===== config.mk =====
export PLATFORM = sky130hd
export DESIGN_NAME = sram_like_slave
export DESIGN_NICKNAME = d
export VERILOG_FILES = /design/src/rtl/sram_like_slave.sv
export SDC_FILE = /design/constraint.sdc
export NUM_CORES = 1
export LEC_CHECK = 0
export BUFFER_PORTS_ARGS = -buffer_cell sky130_fd_sc_hd__buf_4
export CORE_MARGIN = 5
export CORE_UTILIZATION = 35
export DETAILED_ROUTE_END_ITERATION = 12
export PLACE_DENSITY = 0.75
export SLEW_MARGIN = 10
export SYNTH_ARGS = -nofsm -noshare
export SYNTH_HDL_FRONTEND = slang
export SYNTH_SLANG_ARGS = --single-unit

===== constraint.sdc =====
create_clock -name clk -period 2.2 [get_ports clk]
set_input_delay 0.44 -clock clk [delete_from_list [all_inputs] [get_ports clk]]
set_output_delay 0.44 -clock clk [all_outputs]
set_load 0.02 [all_outputs]

===== src/rtl/sram_like_slave.sv =====
// Responder end of the core's sram-like interface, wired directly to a synchronous
// single-port RAM. Responses are in order, after a fixed latency LAT, with at most MAX_OUT outstanding.
module sram_like_slave #(
    parameter int ADDR_W  = 16,
    parameter int LAT     = 3,
    parameter int MAX_OUT = 2
) (
    input  logic              clk,
    input  logic              reset,
    input  logic              req,
    input  logic              wr,
    input  logic [3:0]        wstrb,
    input  logic [1:0]        size,
    input  logic [31:0]       addr,
    input  logic [31:0]       wdata,
    output logic              addr_ok,
    output logic              data_ok,
    output logic [31:0]       rdata,
    output logic              ram_en,
    output logic [3:0]        ram_we,
    output logic [ADDR_W-1:0] ram_addr,
    output logic [31:0]       ram_wdata,
    input  logic [31:0]       ram_rdata
);

    localparam int CNT_W = $clog2(MAX_OUT + 1);

    logic [CNT_W-1:0] cnt;
    logic             hs;
    logic [LAT:1]     v_q;
    logic [LAT:1]     wr_q;
    logic [31:0]      resp_data;
    logic             unused_bits;

    // size, the byte offset and the aliased upper address bits carry no meaning here
    assign unused_bits = ^{size, addr[31:ADDR_W+2], addr[1:0]};

    always_comb begin
        addr_ok   = req && (cnt < CNT_W'(MAX_OUT));
        hs        = addr_ok;
        ram_en    = hs;
        ram_we    = (hs && wr) ? wstrb : '0;
        ram_addr  = addr[ADDR_W+1:2];
        ram_wdata = wdata;
        data_ok   = v_q[LAT];
        rdata     = (v_q[LAT] && !wr_q[LAT]) ? resp_data : '0;
    end

    always_ff @(posedge clk or posedge reset) begin
        if (reset) begin
            cnt <= '0;
        end else if (hs && !data_ok) begin
            cnt <= cnt + CNT_W'(1);
        end else if (!hs && data_ok) begin
            cnt <= cnt - CNT_W'(1);
        end
    end

    // Stage 1 is the LSB; every stage advances each cycle with no stall
    always_ff @(posedge clk or posedge reset) begin
        if (reset) begin
            v_q  <= '0;
            wr_q <= '0;
        end else begin
            v_q  <= (v_q << 1) | LAT'(hs);
            wr_q <= (wr_q << 1) | LAT'(hs && wr);
        end
    end

    generate
        if (LAT == 1) begin : g_direct
            always_comb resp_data = ram_rdata;
        end else begin : g_piped
            logic [31:0] data_q [2:LAT];

            always_ff @(posedge clk or posedge reset) begin
                if (reset) begin
                    for (int unsigned k = 2; k <= LAT; k++) begin
                        data_q[k] <= '0;
                    end
                end else begin
                    data_q[2] <= ram_rdata;
                    for (int unsigned k = 3; k <= LAT; k++) begin
                        data_q[k] <= data_q[k-1];
                    end
                end
            end

            always_comb resp_data = data_q[LAT];
        end
    endgenerate

endmodule


Yosys cells after proc, flatten, opt, wreduce, memory -nomap -nowiden
Index checks and enable logic that the tools add are counted.
{"block": "word_totals", "register_bits": 72, "in_bits": 106, "out_inout_bits": 87, "wordCells": 23}
{"block": "op_classes", "addsub": 2, "magnitude_cmp": 1, "muxes": 4, "n_bitwise": 2, "n_reduce_logical": 9}
{"op": "$mux W32", "count": 1}
{"op": "$or A3 B1 Y3", "count": 2}
{"op": "$logic_and A1 B1 Y1", "count": 5}
{"op": "$mux W2", "count": 2}
{"op": "$mux W4", "count": 1}
{"op": "$logic_not A1 Y1", "count": 3}
{"op": "$add A2 B1 Y2 const B", "count": 1}
{"op": "$lt A2 B2 Y1 const B", "count": 1}
{"op": "$reduce_bool A2 Y1", "count": 1}
{"op": "$sub A2 B1 Y2 const B", "count": 1}

Depth between registers and ports, before layout
{"block": "logic_depth", "word_depth": 6, "mapped_depth": 5, "depth_no_buf": 5}

Worst setup path before layout
No wires, ideal clock.
{"block": "synth_path", "kind": "input-to-output", "startpoint": "input req", "endpoint": "output ram_we[0]", "arrival_ps": 1119, "required_time_ps": 1760, "setup_slack_ps": 641, "cell_stages": 2, "n_path_buf": 0, "cell_sequence": "nor2b_2 > and3_1"}
{"block": "synth_between", "elab_chain_len": 3}
{"element": "start, declared", "line": "10", "rtl": "input logic req,"}
{"element": "$logic_and A1 B1 Y1", "line": "39", "rtl": "addr_ok = req && (cnt < CNT_W'(MAX_OUT));"}
{"element": "$logic_and A1 B1 Y1", "line": "42", "rtl": "ram_we = (hs && wr) ? wstrb : '0;"}
{"element": "$mux W4", "line": "42"}
{"element": "end, declared", "line": "20", "rtl": "output logic [3:0] ram_we,"}
Every way passes these cells.

Worst setup path in the final report
{"block": "layout_path", "startpoint": "register v_q[3] in the netlist's numbering", "endpoint": "output rdata[8]"}
{"block": "layout_between", "elab_chain_len": 2}
{"element": "start, declared", "line": "30", "rtl": "logic [LAT:1] v_q;"}
{"element": "start signal, assigned", "line": "65", "rtl": "v_q <= (v_q << 1) | LAT'(hs);"}
{"element": "$logic_and A1 B1 Y1", "line": "46", "rtl": "rdata = (v_q[LAT] && !wr_q[LAT]) ? resp_data : '0;"}
{"element": "$mux W32", "line": "46"}
{"element": "end, declared", "line": "18", "rtl": "output logic [31:0] rdata,"}
Every way passes these cells.

==> run metrics <==
outcome=complete, no violations; Clock Path Buffers=2; Worst Hold Class=in -> async; CP endpoint kind=primary output; Setup TNS Final=0 ns; Simple-Gate Fraction of Synth Area=0.1077; drt drc=0; Post-Synth XOR/XNOR Area=0.01042; Clock Pin Slew Worst Setup and Hold Paths=0.07 ns; net load switching power=0.0007847 W; worst-path maximum fanout=32; final hold slack=0.1994 ns; RSZ-0062 raised after global routing=no; drt pass-1 iters=4; largest net degree at the start of global routing=73; final non-filler cell total=311; Worst Setup Path Type=reg -> out; DP HPWL=3.323 mm; CTS Hold Bufs=0; final slew viol count=0; first-pass GRT wire length=6.699 mm; vias in the first global route=1,321; Worst Path Arrival=1.54 ns; Mapped Area=0.002521 mm2; Post-Syn Nets=277; commonest non-fill, non-tap cell in the layout=buf_4; count of cell types in the netlist=14; final hold vios=0; CP peak stage delay=0.41 ns; synthesis-to-finish area growth=19.26%; initial antenna violation count=0; worst path cell trace=inv_2, nor2_4, and2_2, buf_4; register area share after synthesis=0.7146; CTS tree=built; GP Congestion=0.6861; Fmax=506.2 MHz; Power Density=962.3 mW/mm2; synthesis-stage register bit count=72; Starting Density=0.3533; clock sink total=72; Avg Cell Area, Syn=14.83 um2; clock network power share=0.281; DR WL/cell=14.06 um; Max Cap Viol=0; Gate power share=0.212; Synth Area in Compound Gates=0; share of power burned in registers=0.507; Worst Skew=0.008506 ns; CTS Root Cell=clkbuf_8; Layout Utilization=0.4213; Vias/cell=3.862; CTS Buf Count=9; Max H-tree Level=3; Clk Latency, worst-skew pair=0.33 ns; DR iter-0 viols=48; Synth Area in Adders=0.004963; chip width=94.87 um; final wirelength=4.374 mm; PostCTS Resize Cnt=0; sw frac=0.2712; share of layout cells above drive strength 1=0.5142; mux share of post-synthesis cell area=0; commonest cells after routing, fill and taps aside=78 x buf_4, 72 x dfrtp_1, 20 x and2_1; Syn. warnings=0; ANT nets after route=0; Slowest-stage cell, CP=nor2_4; global-route usage over all layers=0.1033; slew at the pin closest to its max-slew limit=0.5270 ns; fill cell count=657; worst path required time=1.76 ns; Period minus WS final=1.976 ns; total core area=0.007137 mm2; grt total ovfl=0; row count=31; Final setup viols=0; Top-Level Pins=193; ANT cells=0; post-CTS setup buffer count=0; die area=0.009000 mm2; Die Y-Extent=94.87 um; Tcrit/Tclk final=0.8980; Rel. slew slack=0.6479; CP startpoint kind=register; Peak supply drop=0.0006720 V; largest family of logic cells by synthesized area=buffers and inverters; Inst Count DP=296; P_int=0.002109 W; Vias=1,201; Buffers on Ports=78; Mapped Cells=170; Layout Nets=315; LEAKAGE=1.489 nW
state kept, by name, summed over array words and instances (netlist names):
register        cells
cnt                 2
g_piped.data_q     32
resp_data          32
v_q                 3
wr_q                3
final cells by class:
cell class	instances	area, um2	area share
Clock buffer	11	131.4	0.04370
Tap cell	99	123.9	0.04120
Timing Repair Buffer	79	605.6	0.2014
Multi-Input combinational cell	44	310.3	0.1032
Clock inverter	4	22.52	0.007491
Sequential cell	72	1802	0.5993
Inverter	2	11.26	0.003745
logic make-up after synthesis:
kind of cell             Yosys count
XOR/XNOR                           3
adder cells (fa/ha/maj)            1
buffers and inverters             54
flip-flops                        72
AND/OR/NAND/NOR                   40
critical path, delay by kind of cell, from the launching register on:
| kind | cells | cell delay (ns) |
|---|---|---|
| buffers and inverters | 2 | 0.19 |
| DFF | 1 | 0.37 |
| and+or+nand+nor | 2 | 0.64 |
Yosys cell counts:
library cell  instances  area (um2)
nor2b_2               1       8.760
inv_2                 1       3.750
dfrtp_1              72        1802
and2_1               20       125.1
buf_4                49       367.9
buf_6                 3       33.78
nor2_4                1       11.26
and3_1                4       25.02
xor2_1                2       17.52
nor2_1                1       3.750
and2_2               13       97.59
inv_1                 1       3.750
ha_1                  1       12.51
xnor2_1               1       8.760
stage by stage:
step	total power, W	cell area (um2)	setup slack, ns
floorplan	0.001997	2525	0.6407
global placement	0.002105	2853	0.5396
detailed placement	0.002120	2853	0.5068
CTS	0.002950	3007	0.1361
global route	0.003057	3007	0.006058
finish	0.002893	3007	0.2244
final timing paths:
kind	depth (start not counted)	to	startpoint	slack [ns]
setup / recovery	4	rdata[8]	v_q[3]	0.22
setup reg to reg	5	cnt[1]	cnt[1]	0.83
min in group clk	1	g_piped.data_q[61]	ram_rdata[29]	0.22
hold / removal	3	g_piped.data_q[43]	reset	0.20
max in group asynchronous	3	resp_data[26]	reset	1.70
hold reg to reg	0	resp_data[8]	g_piped.data_q[40]	0.35
routing by layer:
metal,track usage,share of wire
met2,0.1609,0.51
met1,0.09764,0.30
met3,0.07171,0.15
met5,0,0
met4,0.06731,0.036
power by group through the flow:
stage	registers (W)	clock network [W]	logic [W]
after CTS	0.00147	0.000851	0.000631
after floorplan	0.00149	0	0.000508
after global placement	0.00149	0	0.000619
final	0.00147	0.000814	0.000614
after detailed placement	0.00149	0	0.000627
after global routing	0.00148	0.000909	0.000671
(Power assumes the default switching activity.)
